<file path="config.mk">
export PLATFORM = sky130hd
export DESIGN_NAME = aurora_rx_lane_block_sync
export DESIGN_NICKNAME = d
export VERILOG_FILES = /design/src/rtl/aurora_rx_lane_block_sync.sv
export SDC_FILE = /design/constraint.sdc
export NUM_CORES = 1
export LEC_CHECK = 0
export BUFFER_PORTS_ARGS = -buffer_cell sky130_fd_sc_hd__buf_2
export CAP_MARGIN = 20
export CELL_PAD_IN_SITES_DETAIL_PLACEMENT = 1
export CELL_PAD_IN_SITES_GLOBAL_PLACEMENT = 2
export CORE_MARGIN = 4
export CORE_UTILIZATION = 37
export DETAILED_ROUTE_END_ITERATION = 16
export GPL_ROUTABILITY_DRIVEN = 0
export PLACE_DENSITY_LB_ADDON = 0.15
export RECOVER_POWER = 25
export SLEW_MARGIN = 20
export SYNTH_ARGS = -nofsm -noshare
export SYNTH_HDL_FRONTEND = slang
export SYNTH_SLANG_ARGS = --single-unit
</file>
<file path="constraint.sdc">
create_clock -name Clk -period 12.83 [get_ports Clk]
set_clock_uncertainty 0.1 [all_clocks]
set_input_delay 0.6415 -clock Clk [delete_from_list [all_inputs] [get_ports Clk]]
set_output_delay 0.6415 -clock Clk [all_outputs]
set_load 0.01 [all_outputs]
</file>
<file path="src/rtl/aurora_rx_lane_block_sync.sv">
// aurora_rx_lane_block_sync: 20->66 gearbox with bit-slip alignment, sync-header lock FSM and 64b/66b descrambler
module aurora_rx_lane_block_sync #(
  parameter int LOCK_GOOD  = 64,
  parameter int UNLOCK_BAD = 16,
  parameter int WINDOW     = 64,
  parameter int SLIP_WAIT  = 2
) (
  input  logic        Clk,
  input  logic        Rst,
  input  logic [19:0] Data20,
  input  logic        Data20Valid,
  output logic [63:0] BlockData,
  output logic [1:0]  BlockHeader,
  output logic        BlockValid,
  output logic        Locked,
  output logic [15:0] HeaderErrCnt
);
  typedef enum logic [1:0] {SEARCH, SLIP, LOCKED} state_t;
  state_t st_q, st_d;
  logic [127:0] sr_q, sr_d, sh, xt;
  logic [7:0] fill_q, fill_d, f1;
  logic [65:0] blk_q, blk_d;
  logic blk_v_q, blk_v_d, slip_done_q, slip_done_d, val_q, val_d, lock_q, lock_d;
  logic [63:0] hist_q, hist_d, data_q, data_d, cur;
  logic [1:0] hdr_q, hdr_d, hdr;
  logic [15:0] good_q, good_d, bad_q, bad_d, win_q, win_d, skip_q, skip_d, err_q, err_d, bad_n;
  logic slip, ext, hv, wrap;
  assign BlockData    = data_q;
  assign BlockHeader  = hdr_q;
  assign BlockValid   = val_q;
  assign Locked       = lock_q;
  assign HeaderErrCnt = err_q;
  always_comb begin
    slip = st_q == SLIP && !slip_done_q && fill_q != 8'd0;
    ext = !slip && fill_q >= 8'd66;
    sh = slip ? sr_q >> 1 : ext ? sr_q >> 66 : sr_q;
    f1 = fill_q - (slip ? 8'd1 : ext ? 8'd66 : 8'd0);
    sr_d = Data20Valid ? sh | (128'(Data20) << f1) : sh;
    fill_d = f1 + (Data20Valid ? 8'd20 : 8'd0);
    blk_d = ext ? sr_q[65:0] : blk_q;
    blk_v_d = ext;
    hdr = {blk_q[0], blk_q[1]};
    cur = blk_q[65:2];
    xt = {cur, hist_q};
    hv = hdr[0] ^ hdr[1];
    wrap = win_q == 16'(WINDOW - 1);
    bad_n = (wrap ? 16'd0 : bad_q) + {15'd0, !hv};
    hist_d = blk_v_q ? cur : hist_q;
    data_d = blk_v_q ? cur ^ xt[88:25] ^ xt[69:6] : data_q;
    hdr_d = blk_v_q ? hdr : hdr_q;
    st_d = st_q;
    good_d = good_q;
    bad_d = bad_q;
    win_d = win_q;
    skip_d = skip_q;
    err_d = err_q;
    lock_d = lock_q;
    slip_done_d = slip_done_q || slip;
    case (st_q)
      SEARCH: if (blk_v_q) begin
        if (!hv) begin
          good_d = 16'd0;
          skip_d = 16'd0;
          slip_done_d = 1'b0;
          st_d = SLIP;
        end else if (good_q + 16'd1 == 16'(LOCK_GOOD)) begin
          good_d = 16'd0;
          bad_d = 16'd0;
          win_d = 16'd0;
          lock_d = 1'b1;
          st_d = LOCKED;
        end else good_d = good_q + 16'd1;
      end
      SLIP: if (slip_done_q && skip_q == 16'(SLIP_WAIT)) st_d = SEARCH;
      else if (slip_done_q && blk_v_q) skip_d = skip_q + 16'd1;
      default: if (blk_v_q) begin
        win_d = wrap ? 16'd0 : win_q + 16'd1;
        err_d = (!hv && err_q != 16'hFFFF) ? err_q + 16'd1 : err_q;
        bad_d = bad_n;
        if (bad_n == 16'(UNLOCK_BAD)) begin
          good_d = 16'd0;
          bad_d = 16'd0;
          win_d = 16'd0;
          lock_d = 1'b0;
          st_d = SEARCH;
        end
      end
    endcase
    val_d = blk_v_q && lock_d;
  end
  always_ff @(posedge Clk or negedge Rst)
    if (!Rst) begin
      st_q <= SEARCH;
      sr_q <= '0;
      fill_q <= '0;
      blk_q <= '0;
      blk_v_q <= 1'b0;
      slip_done_q <= 1'b0;
      hist_q <= '0;
      data_q <= '0;
      hdr_q <= '0;
      val_q <= 1'b0;
      lock_q <= 1'b0;
      good_q <= '0;
      bad_q <= '0;
      win_q <= '0;
      skip_q <= '0;
      err_q <= '0;
    end else begin
      st_q <= st_d;
      sr_q <= sr_d;
      fill_q <= fill_d;
      blk_q <= blk_d;
      blk_v_q <= blk_v_d;
      slip_done_q <= slip_done_d;
      hist_q <= hist_d;
      data_q <= data_d;
      hdr_q <= hdr_d;
      val_q <= val_d;
      lock_q <= lock_d;
      good_q <= good_d;
      bad_q <= bad_d;
      win_q <= win_d;
      skip_q <= skip_d;
      err_q <= err_d;
    end
endmodule
</file>
==> results.json, run 1 <==
{
  "status": "finished with violations",
  "violations": "capacitance limit, slew limit",
  "fmax_mhz": 133.8,
  "cp.arrival_ns": 7.36,
  "r2r_slack_ns": 6.63,
  "viasPerCell": 5.788,
  "relSlewSlack_pct": -302.6,
  "hold_path.class": "in2reg",
  "cts_hold_buf": 0,
  "port-buffer-count": 106,
  "critPathCaptureType": "async pin",
  "async_flop_share_pct": 100.0,
  "grt_overflow_total": 0,
  "io_pins": 107,
  "cp.buffers_inverters": 2,
  "yosysTopAreaCellShare_pct": 46.39,
  "die_w_um": 253.1,
  "cts_sinks": 412,
  "drc_errors": 0,
  "synth-edff-count": 0,
  "drive_gt1_share_pct": 17.84,
  "setup_violations": 0,
  "wl_mm": 75.28,
  "dpl.cell_count": 3003,
  "die-area_mm2": 0.06405,
  "dpl.hpwl_mm": 53.44,
  "critPathSlowestCell": "clkbuf_1",
  "antenna_left": 0,
  "rows": 89,
  "final_cells": 3094,
  "drt_first_iter_violations": 1435,
  "tightest_slew_ns": 6.040,
  "dieHeight_um": 253.1,
  "antenna_found_initial": 0,
  "worst_slack_ns": 5.357,
  "grt_pass1_vias": 18430,
  "pre_cts_ws_ns": 6.705,
  "design.core.area_mm2": 0.05924,
  "cp_max_fo": 104,
  "yosysTopAreaCell": "dfrtp_1",
  "wl_per_cell_um": 24.33,
  "cp.required_ns": 12.71,
  "synth.avg_cell_area_um2": 9.917,
  "critical_path_class": "in2async",
  "nets": 2317,
  "maxCapViolations": 3,
  "cts_tree": "done",
  "whs_ns": 0.2879,
  "synth_cell_types": 86,
  "grt_usage_pct": 23.32,
  "diodes": 0,
  "yosys_warnings": 0,
  "finalSetupTns_ns": 0,
  "synth_cells": 2241,
  "clkTransAtPathRegs_ns": 0.06,
  "hold_violations": 0,
  "grt_max_degree": 112,
  "vias": 17910,
  "cts_buffers": 49,
  "final_area_mm2": 0.02510,
  "synth_ff_type": "dfrtp_1",
  "power_density_mw_per_mm2": 305.4,
  "slew_violations": 238,
  "fin_crit_ns": 7.473,
  "area_growth_pct": 12.94,
  "clock_path_buffers": 3,
  "irDropWorstVdd_mv": 0.1954,
  "grt_pass1_wl_mm": 116.7,
  "path_cells": "clkbuf_1, clkbuf_1",
  "ys_seq_area_share_pct": 46.39,
  "cp-start-kind": "input port",
  "critPathMostFrequentCell": "clkbuf_1",
  "p_leak_nw": 11.23,
  "cp_slowest_stage_delay_ns": 4.13,
  "placed_area_mm2": 0.02340,
  "ctsResizeCount": 0,
  "rsz0062_at_grt": "false",
  "synth.area.top_cells": "dfrtp_1 (46%), mux2_2 (7.5%), nand2_1 (7.0%)",
  "ctsRootBufferMaster": "clkbuf_16",
  "fin_crit_sh_pct": 58.25,
  "synth_nets": 2277,
  "synthTopCellsByCount": "dfrtp_1 (412), nand2_1 (412), xnor2_1 (151), mux2_2 (149), mux2i_1 (124)",
  "post_cts_buffers": 0,
  "cpLargestDelayFamily": "buffers and inverters",
  "first_pass_iters": 5,
  "ys_ff_latch": 412,
  "syn_area_mm2": 0.02223,
  "clk_latency_ns": 0.60,
  "htreeDepth": 2,
  "initial_core_util_pct": 37.52
}
==> flip-flops by register name, summed over array words and instances, names as in the netlist <==
name / flops
fill_q: 8
st_q: 2
skip_q: 16
blk_q: 66
good_q: 16
BlockHeader: 2
BlockData: 64
bad_q: 16
Locked: 1
BlockValid: 1
win_q: 16
slip_done_q: 1
hist_q: 58
blk_v_q: 1
HeaderErrCnt: 16
sr_q: 128
==> kinds of logic (layout without fill, tap and decap cells) <==
logic type	Yosys count	count (layout)	synth area share, %
and+or+nand+nor	778	778	16.10
DFF	412	412	46.39
AOI/OAI and AO/OA	401	401	12.96
muxes	280	280	13.81
buffers and inverters	189	269	3.383
xor gates and xnor gates	167	167	6.581
adders and majority gates	14	14	0.7769
==> cell type report <==
class,count,area (um^2)
Timing Repair Buffer,133,732.0
Inverter,45,177.7
Clock buffer,70,1435
Clock inverter,21,276.5
Tap cell,773,967.2
Sequential cell,412,10310
Multi-Input combinational cell,1640,11200
Fill cell,6596,34140
==> cells in the final DEF, fill, tap and decap left out, drive strengths merged, types with 11 or more instances in the layout <==
| master | Yosys | routed |
|---|---|---|
| dfrtp | 412 | 412 |
| nand2 | 412 | 412 |
| xnor2 | 151 | 151 |
| mux2 | 150 | 150 |
| buf | 30 | 131 |
| mux2i | 124 | 124 |
| nor2 | 118 | 118 |
| a21oi | 81 | 81 |
| clkbuf | 114 | 72 |
| o221ai | 70 | 70 |
| o21ai | 60 | 60 |
| nor3 | 50 | 50 |
| inv | 45 | 45 |
| nand3 | 44 | 44 |
| nand4 | 30 | 30 |
| o22ai | 29 | 29 |
| and3 | 24 | 24 |
| nor4 | 18 | 18 |
| o31ai | 16 | 16 |
| xor2 | 16 | 16 |
| a21o | 16 | 16 |
| a221o | 15 | 15 |
| clkinv | 0 | 15 |
| o21a | 14 | 14 |
| ha | 13 | 13 |
| or4 | 13 | 13 |
| nor3b | 13 | 13 |
| or3 | 11 | 11 |
| o311ai | 11 | 11 |
==> path summary, 6_finish.rpt <==
kind / from / endpoint / depth (start not counted)
setup / recovery: Rst / HeaderErrCnt[10] / 2
hold / removal: Data20Valid / fill_q[2] / 2
setup reg to reg: st_q[1] / sr_q[23] / 14
hold reg to reg: HeaderErrCnt[15] / HeaderErrCnt[15] / 1
max in group Clk: st_q[1] / sr_q[23] / 14
min in group asynchronous: Rst / win_q[2] / 1
==> through the flow <==
| stage | utilization, % | total power (W) |
|---|---|---|
| 3_5_place_dp | 39.51 | 0.006173 |
| 3_3_place_gp | 39.50 | 0.006091 |
| 5_1_grt | 42.37 | 0.008123 |
| 2_1_floorplan | - | 0.004745 |
| 4_1_cts | 42.39 | 0.007684 |
| 6_report | 42.37 | 0.007666 |
==> routing by layer <==
layer / GRT usage [%] / vias to the layer above / share of wire, %
li1: - / 8120 / -
met1: 34.12 / 9262 / 47
met2: 36.26 / 426 / 45
met3: 3.954 / 99 / 5.3
met4: 5.611 / 0 / 2.4
met5: 0 / - / 0
==> power breakdown <==
part | switching, W | internal, W
sequential | 0.000482 | 0.00169
clock | 0.000590 | 0.000882
combinational | 0.00253 | 0.00149
Note: power is estimated with default switching activity, not from simulation.
==> run 2, diff against run 1 <==
Clock period 12.83 ns to 6.05 ns, I/O delays scaled along.
==> results.json, run 2 (synthesis results as in run 1) <==
{
  "wl_mm": 75.52,
  "status": "finished with violations",
  "violations": "capacitance limit, slew limit",
  "clock_path_buffers": 3,
  "cp.required_ns": 6.42,
  "nets": 2328,
  "power_density_mw_per_mm2": 657.4,
  "critPathSlowestCell": "ha_1",
  "relSlewSlack_pct": -152.3,
  "largest-register": "sr_q",
  "cp_slowest_stage_delay_ns": 0.67,
  "ctsRootBufferMaster": "clkbuf_16",
  "cts_hold_buf": 2,
  "drc_errors": 0,
  "clkTransAtPathRegs_ns": 0.06,
  "die-area_mm2": 0.06405,
  "initial_core_util_pct": 37.52,
  "viasPerCell": 5.704,
  "rows": 89,
  "hold_violations": 0,
  "wl_per_cell_um": 24.30,
  "fin_crit_ns": 5.253,
  "dieHeight_um": 253.1,
  "antenna_found_initial": 1,
  "cts_sinks": 412,
  "finalSetupTns_ns": 0,
  "cts_tree": "done",
  "ctsResizeCount": 0,
  "clk_latency_ns": 0.61,
  "antenna_left": 0,
  "maxCapViolations": 2,
  "critPathCaptureType": "register",
  "final_cell_mix": "nand2_1 (412), dfrtp_1 (411), xnor2_1 (151)",
  "cpLargestDelayFamily": "multiplexers",
  "post_cts_buffers": 0,
  "critical_path_class": "reg2reg",
  "io_pins": 107,
  "grt_pass1_vias": 18200,
  "nFillCells": 6657,
  "vias": 17730,
  "largest_reg_flops": 128,
  "setup_violations": 0,
  "dpl.hpwl_mm": 52.87,
  "hold_path.class": "in2reg",
  "fmax_mhz": 190.4,
  "mostFrequentLayoutCell": "nand2_1",
  "design.core.area_mm2": 0.05924,
  "cts_buffers": 50,
  "port-buffer-count": 106,
  "drive_gt1_share_pct": 14.57,
  "htreeDepth": 2,
  "first_pass_iters": 5,
  "grt_max_degree": 163,
  "cp.buffers_inverters": 4,
  "p_leak_nw": 11.01,
  "irDropWorstVdd_mv": 0.3633,
  "cp-start-kind": "register",
  "area_growth_pct": 13.30,
  "cp.arrival_ns": 5.63,
  "cp_max_fo": 37,
  "final_util_pct": 42.50,
  "tightest_slew_ns": 3.785,
  "die_w_um": 253.1,
  "rsz0062_at_grt": "false",
  "drt_first_iter_violations": 1279,
  "fin_crit_sh_pct": 86.82,
  "grt_usage_pct": 23.29,
  "grt_pass1_wl_mm": 116.2,
  "path_cells": "nor3b_4, nand2_1, inv_6, ha_1, inv_1, ha_1, buf_4, mux2_2, o21ai_0, inv_1, mux4_2, mux2_2, a221o_1",
  "grt_overflow_total": 0,
  "slew_violations": 166
}
-- run 2: cell count changes in the layout (fill, tap and decap cells not counted), moves of 4 or more --
cell / change
clkbuf_8: -4
buf_4: +7
buf_2: -84
clkbuf_1: +86
-- run 2: path summary, 6_finish.rpt --
check	end	depth (start not counted)	slack, ns	from
min reg2reg	HeaderErrCnt[13]	1	0.39	HeaderErrCnt[13]
max	sr_q[48]	13	0.80	st_q[1]
min in group asynchronous	win_q[0]	2	1.04	Rst
min	sr_q[82]	4	0.24	Data20[19]
max in group asynchronous	blk_v_q	3	2.71	Rst
max reg2reg	sr_q[48]	13	0.80	st_q[1]
-- run 2: layout make-up --
| class | instances | area (um^2) | area share (%) |
|---|---|---|---|
| sequential | 412 | 10310 | 40.96 |
| clock buffer | 71 | 1441 | 5.724 |
| multi-input combinational | 1640 | 11200 | 44.49 |
| antenna | 1 | 2.502 | 0.009938 |
| timing repair buffer | 143 | 729.5 | 2.897 |
| clock inverter | 23 | 346.6 | 1.376 |
| tap | 773 | 967.2 | 3.841 |
| inverter | 45 | 177.7 | 0.7056 |
-- run 2: per-stage QoR --
stage          hold slack, ns  total power, W  setup slack (ns)  instances  instance area, um^2
6_report               0.2413         0.01655            0.7974       3108                25180
5_1_grt                0.2900         0.01749            0.4126       3107                25180
4_1_cts                0.2227         0.01663            0.7962       3107                25300
3_5_place_dp           0.3475         0.01328            0.8222       3011                23490
3_3_place_gp           0.3461         0.01311             1.103       3011                23490
2_1_floorplan        -0.09309         0.01006             1.144       2241                22230
-- run 2: report_power, final --
part / switching [W] / internal (W) / total [W]
sequential: 0.000942 / 0.00359 / 0.00453
combinational: 0.00560 / 0.00316 / 0.00876
clock: 0.00129 / 0.00197 / 0.00326
-- run 2: layer usage --
layer	track usage (%)	part of all wire, %
met1	33.94	47
met2	36.40	46
met3	3.954	4.5
met4	5.579	2.5
met5	0	0
-- run 2: worst min-delay path: stages --
cell and delay (ns):
buf_2 0.13, nand3_1 0.19, nand2b_1 0.16, o21ai_0 0.10
